==> src/rtl/carfield_periph_apb_pkg.sv <==
// carfield_periph_apb_pkg
//  Shared types and the peripheral APB address map for the carfield periph
//  APB scheduler. The map mirrors the carfield_configuration bases/sizes for
//  CAN, system timer, advanced timer, watchdog and HyperBus configuration.
//  decode() returns whether an address hits one of the slaves and which one.
package carfield_periph_apb_pkg;

    typedef logic [63:0] doub_bt;

    typedef enum logic [1:0] {
        IDLE,
        SETUP,
        ACCESS,
        RESP
    } state_e;

    typedef enum logic [2:0] {
        SLV_CAN          = 3'd0,
        SLV_SYS_TIMER    = 3'd1,
        SLV_ADV_TIMER    = 3'd2,
        SLV_WATCHDOG     = 3'd3,
        SLV_HYPERBUS_CFG = 3'd4
    } slv_idx_e;

    typedef struct packed {
        slv_idx_e idx;
        doub_bt   start_addr;
        doub_bt   end_addr;
    } addr_rule_t;

    typedef struct packed {
        logic     hit;
        slv_idx_e idx;
    } decode_t;

    localparam doub_bt CanBase                 = 64'h0000_0000_2000_1000;
    localparam doub_bt CanSize                 = 64'h0000_0000_0000_1000;
    localparam doub_bt SystemTimerBase         = 64'h0000_0000_2000_4000;
    localparam doub_bt SystemTimerSize         = 64'h0000_0000_0000_1000;
    localparam doub_bt SystemAdvancedTimerBase = 64'h0000_0000_2000_5000;
    localparam doub_bt SystemAdvancedTimerSize = 64'h0000_0000_0000_1000;
    localparam doub_bt SystemWatchdogBase      = 64'h0000_0000_2000_7000;
    localparam doub_bt SystemWatchdogSize      = 64'h0000_0000_0000_1000;
    localparam doub_bt HyperBusBase            = 64'h0000_0000_2000_9000;
    localparam doub_bt HyperBusSize            = 64'h0000_0000_0000_1000;

    localparam int unsigned NumRules = 5;

    // End addresses are exclusive: a hit is start_addr <= addr < end_addr.
    localparam addr_rule_t AddrMap [NumRules] = '{
        '{SLV_CAN,          CanBase,                 CanBase + CanSize},
        '{SLV_SYS_TIMER,    SystemTimerBase,         SystemTimerBase + SystemTimerSize},
        '{SLV_ADV_TIMER,    SystemAdvancedTimerBase, SystemAdvancedTimerBase + SystemAdvancedTimerSize},
        '{SLV_WATCHDOG,     SystemWatchdogBase,      SystemWatchdogBase + SystemWatchdogSize},
        '{SLV_HYPERBUS_CFG, HyperBusBase,            HyperBusBase + HyperBusSize}
    };

    // The CAN window is treated as unmapped when CAN is not built in, so
    // accesses to it fail fast instead of hanging on an absent slave.
    function automatic decode_t decode(input doub_bt addr, input logic can_en);
        decode_t res;
        res.hit = 1'b0;
        res.idx = SLV_CAN;
        for (int i = 0; i < NumRules; i++) begin
            if (!res.hit &&
                (addr >= AddrMap[i].start_addr) &&
                (addr <  AddrMap[i].end_addr) &&
                (can_en || (AddrMap[i].idx != SLV_CAN))) begin
                res.hit = 1'b1;
                res.idx = AddrMap[i].idx;
            end
        end
        return res;
    endfunction

endpackage

==> src/rtl/carfield_periph_rr_pick.sv <==
// carfield_periph_rr_pick
//  Round-robin requester selection. Holds the RR pointer and picks the first
//  requesting index at or after it. When advance_i is high and a pick is
//  valid, the pointer moves to one past the picked index.
// Ports
//  clk_i      clock
//  rst_i      async reset, active-high (pointer returns to 0)
//  req_i      NumReq request vector
//  advance_i  pick is being consumed this cycle
//  idx_o      selected requester index
//  valid_o    at least one request present
module carfield_periph_rr_pick #(
    parameter int unsigned NumReq = 2,
    localparam int unsigned IdxW  = (NumReq > 1) ? $clog2(NumReq) : 1
) (
    input  logic              clk_i,
    input  logic              rst_i,
    input  logic [NumReq-1:0] req_i,
    input  logic              advance_i,
    output logic [IdxW-1:0]   idx_o,
    output logic              valid_o
);

    logic [IdxW-1:0] ptr_q;
    logic [IdxW-1:0] cand_idx;
    int unsigned     cand;

    always_comb begin
        idx_o    = '0;
        valid_o  = 1'b0;
        cand     = 0;
        cand_idx = '0;
        for (int unsigned i = 0; i < NumReq; i++) begin
            cand     = (32'(ptr_q) + i) % NumReq;
            cand_idx = IdxW'(cand);
            if (!valid_o && req_i[cand_idx]) begin
                valid_o = 1'b1;
                idx_o   = cand_idx;
            end
        end
    end

    always_ff @(posedge clk_i or posedge rst_i) begin
        if (rst_i) begin
            ptr_q <= '0;
        end else if (advance_i && valid_o) begin
            ptr_q <= (idx_o == IdxW'(NumReq - 1)) ? '0 : IdxW'(idx_o + 1'b1);
        end
    end

endmodule

==> src/rtl/carfield_periph_apb_scheduler.sv <==
// carfield_periph_apb_scheduler
//  Shares the carfield peripheral APB segment between NumReq requesters.
//  Round-robin arbitrates, decodes the address against the peripheral map and
//  runs one APB transfer at a time. Unmapped addresses and slaves that never
//  assert pready are answered with an error response.
// Ports
//  clk_i / rst_i        clock, async active-high reset
//  req_i, addr_i, we_i, wdata_i, strb_i
//                       per-requester request and payload, held until rsp_valid_o
//  gnt_o                one-cycle grant pulse to the chosen requester
//  rsp_valid_o          one-cycle response pulse to the owner
//  rsp_rdata_o, rsp_err_o
//                       response data/error, valid with rsp_valid_o
//  psel_o .. pstrb_o    APB master side (psel one-hot over the slaves)
//  prdata_i, pready_i, pslverr_i
//                       per-slave APB responses
//  timeout_irq_o        sticky flag set on a slave timeout
//  timeout_clr_i        clears timeout_irq_o (a simultaneous set wins)
module carfield_periph_apb_scheduler
    import carfield_periph_apb_pkg::*;
#(
    parameter int unsigned NumReq        = 2,
    parameter int unsigned NumSlv        = 5,
    parameter int unsigned AddrWidth     = 32,
    parameter int unsigned DataWidth     = 32,
    parameter int unsigned TimeoutCycles = 256,
    parameter bit          CanEnable     = 1'b1,
    localparam int unsigned IdxW         = (NumReq > 1) ? $clog2(NumReq) : 1,
    localparam int unsigned StrbW        = DataWidth / 8,
    localparam int unsigned CntW         = $clog2(TimeoutCycles)
) (
    input  logic                              clk_i,
    input  logic                              rst_i,
    input  logic [NumReq-1:0]                 req_i,
    input  logic [NumReq-1:0][AddrWidth-1:0]  addr_i,
    input  logic [NumReq-1:0]                 we_i,
    input  logic [NumReq-1:0][DataWidth-1:0]  wdata_i,
    input  logic [NumReq-1:0][StrbW-1:0]      strb_i,
    output logic [NumReq-1:0]                 gnt_o,
    output logic [NumReq-1:0]                 rsp_valid_o,
    output logic [DataWidth-1:0]              rsp_rdata_o,
    output logic                              rsp_err_o,
    output logic [NumSlv-1:0]                 psel_o,
    output logic                              penable_o,
    output logic                              pwrite_o,
    output logic [AddrWidth-1:0]              paddr_o,
    output logic [DataWidth-1:0]              pwdata_o,
    output logic [StrbW-1:0]                  pstrb_o,
    input  logic [NumSlv-1:0][DataWidth-1:0]  prdata_i,
    input  logic [NumSlv-1:0]                 pready_i,
    input  logic [NumSlv-1:0]                 pslverr_i,
    output logic                              timeout_irq_o,
    input  logic                              timeout_clr_i
);

    state_e               state_q, state_d;
    logic [IdxW-1:0]      pick_idx;
    logic                 pick_valid;
    logic                 grant;
    decode_t              dec;

    logic [IdxW-1:0]      owner_q;
    logic [AddrWidth-1:0] addr_q;
    logic                 we_q;
    logic [DataWidth-1:0] wdata_q;
    logic [StrbW-1:0]     strb_q;
    slv_idx_e             slv_q;
    logic [DataWidth-1:0] rdata_q;
    logic                 err_q;
    logic [CntW-1:0]      cnt_q;
    logic                 irq_q;

    logic                 slv_ready;
    logic                 timeout_hit;

    carfield_periph_rr_pick #(
        .NumReq (NumReq)
    ) i_rr_pick (
        .clk_i     (clk_i),
        .rst_i     (rst_i),
        .req_i     (req_i),
        .advance_i (state_q == IDLE),
        .idx_o     (pick_idx),
        .valid_o   (pick_valid)
    );

    // Decode the candidate's live address so IDLE can already choose between
    // SETUP and a direct error response.
    assign dec         = decode(doub_bt'(addr_i[pick_idx]), CanEnable);
    assign grant       = (state_q == IDLE) && pick_valid;
    assign slv_ready   = pready_i[slv_q];
    assign timeout_hit = (state_q == ACCESS) && !slv_ready &&
                         (cnt_q == CntW'(TimeoutCycles - 1));

    always_ff @(posedge clk_i or posedge rst_i) begin
        if (rst_i) begin
            state_q <= IDLE;
        end else begin
            state_q <= state_d;
        end
    end

    always_comb begin
        state_d = state_q;
        unique case (state_q)
            IDLE: begin
                if (pick_valid) begin
                    state_d = dec.hit ? SETUP : RESP;
                end
            end
            SETUP:  state_d = ACCESS;
            ACCESS: begin
                if (slv_ready || timeout_hit) begin
                    state_d = RESP;
                end
            end
            RESP:   state_d = IDLE;
            default: state_d = IDLE;
        endcase
    end

    always_comb begin
        gnt_o       = '0;
        rsp_valid_o = '0;
        psel_o      = '0;
        penable_o   = 1'b0;
        if (grant) begin
            gnt_o[pick_idx] = 1'b1;
        end
        if ((state_q == SETUP) || (state_q == ACCESS)) begin
            psel_o[slv_q] = 1'b1;
        end
        if (state_q == ACCESS) begin
            penable_o = 1'b1;
        end
        if (state_q == RESP) begin
            rsp_valid_o[owner_q] = 1'b1;
        end
    end

    // Payload is captured once at grant; the requester's inputs are ignored
    // from then on, which keeps the APB signals stable through ACCESS.
    always_ff @(posedge clk_i or posedge rst_i) begin
        if (rst_i) begin
            owner_q <= '0;
            addr_q  <= '0;
            we_q    <= 1'b0;
            wdata_q <= '0;
            strb_q  <= '0;
            slv_q   <= SLV_CAN;
            rdata_q <= '0;
            err_q   <= 1'b0;
        end else if (grant) begin
            owner_q <= pick_idx;
            addr_q  <= addr_i[pick_idx];
            we_q    <= we_i[pick_idx];
            wdata_q <= wdata_i[pick_idx];
            strb_q  <= strb_i[pick_idx];
            slv_q   <= dec.idx;
            rdata_q <= '0;
            err_q   <= !dec.hit;
        end else if (timeout_hit) begin
            rdata_q <= '0;
            err_q   <= 1'b1;
        end else if ((state_q == ACCESS) && slv_ready) begin
            rdata_q <= prdata_i[slv_q];
            err_q   <= pslverr_i[slv_q];
        end
    end

    always_ff @(posedge clk_i or posedge rst_i) begin
        if (rst_i) begin
            cnt_q <= '0;
        end else if ((state_q == ACCESS) && !slv_ready && !timeout_hit) begin
            cnt_q <= cnt_q + 1'b1;
        end else begin
            cnt_q <= '0;
        end
    end

    // Set has priority so a timeout coinciding with a clear is not lost.
    always_ff @(posedge clk_i or posedge rst_i) begin
        if (rst_i) begin
            irq_q <= 1'b0;
        end else if (timeout_hit) begin
            irq_q <= 1'b1;
        end else if (timeout_clr_i) begin
            irq_q <= 1'b0;
        end
    end

    assign paddr_o       = addr_q;
    assign pwrite_o      = we_q;
    assign pwdata_o      = we_q ? wdata_q : '0;
    assign pstrb_o       = we_q ? strb_q : '0;
    assign rsp_rdata_o   = (state_q == RESP) ? rdata_q : '0;
    assign rsp_err_o     = (state_q == RESP) && err_q;
    assign timeout_irq_o = irq_q;

endmodule

==> config.mk <==
export PLATFORM = sky130hd
export DESIGN_NAME = carfield_periph_apb_scheduler
export DESIGN_NICKNAME = d
export VERILOG_FILES = /design/src/rtl/carfield_periph_apb_pkg.sv /design/src/rtl/carfield_periph_rr_pick.sv /design/src/rtl/carfield_periph_apb_scheduler.sv
export SDC_FILE = /design/constraint.sdc
export NUM_CORES = 1
export LEC_CHECK = 0
export CORE_AREA = 2 2 163 165
export CTS_CLUSTER_DIAMETER = 50
export CTS_CLUSTER_SIZE = 14
export DETAILED_ROUTE_END_ITERATION = 7
export DIE_AREA = 0 0 165 167
export DONT_BUFFER_PORTS = 1
export PLACE_DENSITY_LB_ADDON = 0.05
export SLEW_MARGIN = 20
export SYNTH_ARGS = -nofsm -noshare
export SYNTH_HDL_FRONTEND = slang
export SYNTH_SLANG_ARGS = --single-unit
==> constraint.sdc <==
create_clock -name clk_i -period 9.2 [get_ports clk_i]
set_input_delay 0.92 -clock clk_i [delete_from_list [all_inputs] [get_ports clk_i]]
set_output_delay 0.92 -clock clk_i [all_outputs]
set_load 0.005 [all_outputs]
==> After elaboration in Yosys (flattened, before gate mapping) <==
Index checks and enable logic that the tools add are counted.
{ "op_classes": {"n_reduce_logical": 33, "add_sub_neg": 3, "mux": 54, "eq_ne": 6, "order_cmp": 18} }
{ "ops": {"columns": ["cell", "n"], "rows": [
  ["32-bit two-way mux", 10],
  ["32-bit by 30-bit >= comparator with 1-bit output (second input constant)", 5],
  ["32-bit by 30-bit < comparator with 1-bit output (second input constant)", 5],
  ["32-bit binary-select mux with 3-bit select", 1],
  ["4-bit two-way mux", 8],
  ["1-bit two-way mux", 22],
  ["1-bit logical AND", 19],
  ["2-bit two-way mux", 5],
  ["8-bit by 1-bit adder with 8-bit output (second input constant)", 1],
  ["8-bit equality test (second input constant)", 1],
  ["1-bit zero test", 8],
  ["1-bit by 2-bit < comparator with 1-bit output (second input constant)", 4],
  ["8-bit two-way mux", 1],
  ["2-bit one-hot mux with 4 select lines", 1],
  ["1-bit binary-select mux with 3-bit select", 2],
  ["5-bit two-way mux", 1],
  ["2-bit equality test (second input constant)", 2],
  ["3-bit by 4-bit < comparator with 1-bit output (second input constant)", 1],
  ["2-bit != test (second input constant)", 2],
  ["1-bit demux with 3-bit select", 1],
  ["3-bit by 1-bit >= comparator with 1-bit output (second input constant)", 1],
  ["3-bit nonzero test", 1],
  ["1-bit adder (second input constant)", 2],
  ["1-bit demux with 1-bit select", 2],
  ["other kinds (6)", 8]
]} }
{ "word_totals": {"regBits": 118, "inputBits": 313, "elab_cells": 126} }

==> Longest topological paths before layout <==
{ "logic_depth": {"depth_word": 30, "ltp_mapped": 8, "depth_no_buf": 6} }

==> By module <==
From an unflattened synthesis, not the netlist that was laid out.
{ "unflattened": {"hier_cells": 727, "hier_area_um2": 7399.6} }
{ "modules_own_cells": {"columns": ["module", "n_inst", "cells_per_inst", "area_each_um2"], "rows": [
  ["carfield_periph_apb_scheduler", 1, 720, 7342.0],
  ["carfield_periph_rr_pick", 1, 7, 57.6]
]} }

==> Worst setup path before layout <==
Ideal clock, no wire load.
{ "synth_path": {"path_kind": "input to output", "start": "in req_i[1]", "end": "out gnt_o[0]", "n_path_buf": 2, "path_stages": 4, "t_arrival_ns": 1.775, "slack_ns": 6.505, "cell_sequence": "o21ai_0 -> clkbuf_1 -> buf_2 -> nor2_1"} }
{ "synth_between": {"elab_chain_cells": 11, "elab_cells_between_ends": 17, "cone_classes": "order compare: 2; mux: 11; reduce/logical: 4"} }
{ "synth_lines": {"columns": ["element", "line", "source"], "rows": [
  ["start: declaration", "carfield_periph_apb_scheduler.sv:34", "input logic [NumReq-1:0] req_i,"],
  ["1-bit two-way mux (implied by the code) (2 in series)", "carfield_periph_rr_pick.sv:36", "if (!valid_o && req_i[cand_idx]) begin"],
  ["1-bit two-way mux", "carfield_periph_rr_pick.sv:36", null],
  ["1-bit zero test", "carfield_periph_rr_pick.sv:36", null],
  ["1-bit logical AND", "carfield_periph_rr_pick.sv:36", null],
  ["1-bit two-way mux", "carfield_periph_rr_pick.sv:36", null],
  ["1-bit by 2-bit < comparator with 1-bit output (implied by the code) / 1-bit >= comparator (equally long branches)", "carfield_periph_apb_scheduler.sv:128", "gnt_o[pick_idx] = 1'b1;"],
  ["1-bit logical AND (implied by the code)", "carfield_periph_apb_scheduler.sv:128", null],
  ["1-bit two-way mux (implied by the code)", "carfield_periph_apb_scheduler.sv:128", null],
  ["1-bit demux with 1-bit select", "carfield_periph_apb_scheduler.sv:128", null],
  ["2-bit two-way mux *", "carfield_periph_apb_scheduler.sv:127", "if (grant) begin"],
  ["end: declaration", "carfield_periph_apb_scheduler.sv:39", "output logic [NumReq-1:0] gnt_o,"]
]} }
Every way passes the cells marked *; elsewhere a longest branch is shown, timed or not. The select of a mux whose other input is x is not followed.

==> Final worst setup path <==
{ "layout_path": {"start": "reg state_q[0]", "end": "out gnt_o[0]"} }
{ "layout_between": {"elab_chain_cells": 3} }
{ "layout_lines": {"columns": ["element", "line", "source"], "rows": [
  ["start: declaration", "carfield_periph_apb_scheduler.sv:56", "state_e state_q, state_d;"],
  ["start signal: assignment", "carfield_periph_apb_scheduler.sv:99", "state_q <= state_d;"],
  ["2-bit zero test", "carfield_periph_apb_scheduler.sv:90", "assign grant = (state_q == IDLE) && pick_valid;"],
  ["1-bit logical AND", "carfield_periph_apb_scheduler.sv:90", null],
  ["2-bit two-way mux", "carfield_periph_apb_scheduler.sv:127", null]
]} }
No other way between the ends.

==> run_results.csv <==
group,metric,value,unit
status,status,"complete, no violations",
grt,grt_max_degree,71,
detailed_routing,totalWireLength,23140,µm
floorplan,die_x,165,µm
clocking,htreeDepth,4,
detailed_routing,drt-initial-drc-count,277,
timing,worst_pin_slew,1.011,ns
detailed_routing,ant_nets,0,
final_layout,fill_cells,2627,
setup_path,worst_setup_path_start_kind,"flop",
final_layout,nNetsFinal,961,
timing,fin_crit,3.096,ns
setup_path,critPathMaxFanout,57,
detailed_routing,vias,5295,
power_and_ir_drop,p_leak,0.003495,µW
setup_path,crit_top_cell,"buf_4",
placed_design,gp_congestion,0.7993,
synthesis,yosys-top-cells-area,"dfrtp_1 (41%), a22o_1 (13%), mux4_2 (10%)",
clocking,clk_root_buffer_cell,"clkbuf_16",
floorplan,num_rows,59,
setup_path,worstSetupEndpointType,"primary output",
synthesis,syn_area_per_cell,10.65,µm²
timing,fin_tns_setup,0,ns
final_layout,area_delta_synth_final,12.53,%
clocking,numCtsBuffers,17,
timing,fmax,0.3229,GHz
floorplan,start_util,27.78,%
final_layout,drive_above_1_share,13.72,%
timing,maxSlewViolCount,0,
timing,max-slew-margin-rel,32.60,%
grt,grt_pass1_vias,5556,
setup_path,required,8.28,ns
grt,grt_pass1_wl,33610,µm
grt,track_usage,16.31,%
floorplan,pin_count,426,
setup_path,critical_path_class,"flop to primary output",
synthesis,ys_types,49,
clocking,cts_post_setup_buffers_inserted,0,
synthesis,postSynthNetCount,990,
synthesis,ys_seq_area_share,41.26,%
synthesis,synthArstFlopShare,100.0,%
synthesis,yosysTopAreaCellShare,41.26,%
synthesis,synth.most_common_cell,"dfrtp_1",
setup_path,critPathMaxStageDelay,0.39,ns
synthesis,synth_area_leader_cell,"dfrtp_1",
detailed_routing,wl_per_cell,23.32,µm
placed_design,place_hpwl,17240,µm
detailed_routing,drcViolationCount,0,
timing,fin_skew,0.008342,ns
synthesis,synth-edff-count,0,
grt,gr-total-overflow,0,
synthesis,synth_common_cells,"dfrtp_1 (118), a22o_1 (106), and2_1 (71)",
clocking,clkLatencyLatePin,0.41,ns
synthesis,synth_cells,672,
clocking,cts_max_path_buffers,2,
timing,whs,0.3677,ns
setup_path,cp_slowest_cell,"dfrtp_1",
job,drv_cap,0,
detailed_routing,first_pass_iters,5,
grt,antenna_found_initial,2,
min_path,hold_class,"input port to async pin",
clocking,cts.sinks,118,
clocking,path_clk_slew,0.06,ns
timing,finalCritPeriodShare,33.66,%
timing,grt_setup_unrepaired,"false",
power_and_ir_drop,p_per_area,289.5,nW/µm²
timing,setup_viol_count_final,0,
synthesis,synthesis.area,7157,µm²
placed_design,io_buffers,0,
floorplan,die-area,27560,µm²
placed_design,dp_cells,959,
synthesis,ys.flop_type,"dfrtp_1",
detailed_routing,routed_via_density,5.338,
floorplan,fp.dieH,167,µm
clocking,cts_tree,"done",
clocking,postCtsHoldBufs,0,
final_layout,final_cells,992,
power_and_ir_drop,vdd_drop_max,0.1080,mV
setup_path,cp.arrival,2.18,ns
floorplan,core,25760,µm²
clocking,cts.repair.resized,0,
timing,finalHoldViolations,0,
synthesis,yosys_register_bits,118,
setup_path,crit_path_cell_trace,"inv_1, ha_1, buf_4, o21ai_4, buf_4, nor2_1",
synthesis,yosysWarningCount,0,
[worst max-delay path: cells and delay by family (launching register included)]
kind,cells,cell delay (ns)
buf+inv,3,0.82
compound gates,1,0.10
flops,1,0.39
simple gates,1,0.27
fa+ha+maj,1,0.17
[logic make-up (layout without fill, tap and decap cells)]
logic type,after synthesis,in the layout,synth area share [%]
AO/OA/AOI/OAI,166,166,18.01
XOR/XNOR,7,7,0.8567
adder cells (fa/ha/maj),5,5,0.8741
buffers and inverters,66,50,4.213
flip-flops,118,118,41.26
multiplexers,98,98,19.48
other,0,1,0
AND/OR/NAND/NOR,212,212,15.31
[metal layers]
metal  track usage, %  vias up  share of wire (%)
li1                 -     2420                  -
met1            18.67     2583                 38
met2            29.98      272                 54
met3            3.935       20                6.7
met4            4.234        0               0.99
met5                0        -                  0
[final cells by class]
type | instances | area (µm²) | area share [%]
antenna | 1 | 2.502 | 0.03107
multi-input combinational | 488 | 3934 | 48.84
timing repair buffer | 10 | 75.07 | 0.9321
clock buffer | 20 | 456.7 | 5.670
tap | 335 | 419.2 | 5.204
sequential | 118 | 2955 | 36.69
inverter | 8 | 35.03 | 0.4350
clock inverter | 12 | 176.4 | 2.190
[where the power goes]
part | internal (µW) | total, µW | switching [µW]
Combinational | 308 | 708 | 400
Clock | 467 | 715 | 248
Sequential | 743 | 909 | 166
[worst paths after layout]
check                            start           to  slack [ns]  cells after the start
setup / recovery            state_q[0]     gnt_o[0]        6.10                      6
hold / removal                   rst_i  paddr_o[18]        0.37                      1
setup reg to reg              slv_q[0]        err_q        6.43                      7
hold reg to reg            wdata_q[19]  wdata_q[19]        0.50                      1
max in group asynchronous        rst_i     slv_q[0]        7.37                      2
min in group clk_i         wdata_q[19]  wdata_q[19]        0.50                      1
[flip-flops by register name (all words and copies together), names as in the netlist]
register         count
wdata_q             32
err_q                1
pwrite_o             1
rdata_q             32
slv_q                3
owner_q              1
i_rr_pick.ptr_q      1
paddr_o             32
strb_q               4
timeout_irq_o        1
cnt_q                8
state_q              2
[placed cells by master, fill, tap and decap left out, drive strengths merged, types with 2 or more instances in the layout]
| master | Yosys | layout |
|---|---|---|
| inv | 8 | 8 |
| nand3 | 11 | 11 |
| bufinv | 0 | 4 |
| a21oi | 7 | 7 |
| nor2 | 52 | 52 |
| nand2b | 4 | 4 |
| dfrtp | 118 | 118 |
| buf | 30 | 10 |
| ha | 5 | 5 |
| nor2b | 6 | 6 |
| mux2i | 62 | 62 |
| nor4 | 6 | 6 |
| o21ai | 37 | 37 |
| clkbuf | 28 | 20 |
| nor4b | 2 | 2 |
| mux4 | 32 | 32 |
| nor3 | 2 | 2 |
| clkinv | 0 | 6 |
| a21o | 2 | 2 |
| clkinvlp | 0 | 2 |
| and3 | 3 | 3 |
| xnor2 | 4 | 4 |
| and2 | 71 | 71 |
| nand2 | 47 | 47 |
| nor3b | 2 | 2 |
| a22oi | 2 | 2 |
| o22ai | 3 | 3 |
| xor2 | 3 | 3 |
| mux2 | 4 | 4 |
| a22o | 106 | 106 |
[stage by stage]
step / total power (µW) / utilization [%] / area (µm²) / setup slack (ns)
floorplan: 1429 / - / 7157 / 5.151
global placement: 1633 / 28.78 / 7416 / 6.207
detailed placement: 1653 / 28.79 / 7418 / 6.258
CTS: 2385 / 31.25 / 8051 / 6.047
global route: 2508 / 31.25 / 8051 / 5.919
finish: 2332 / 31.26 / 8054 / 6.104
(Power assumes the default switching activity.)
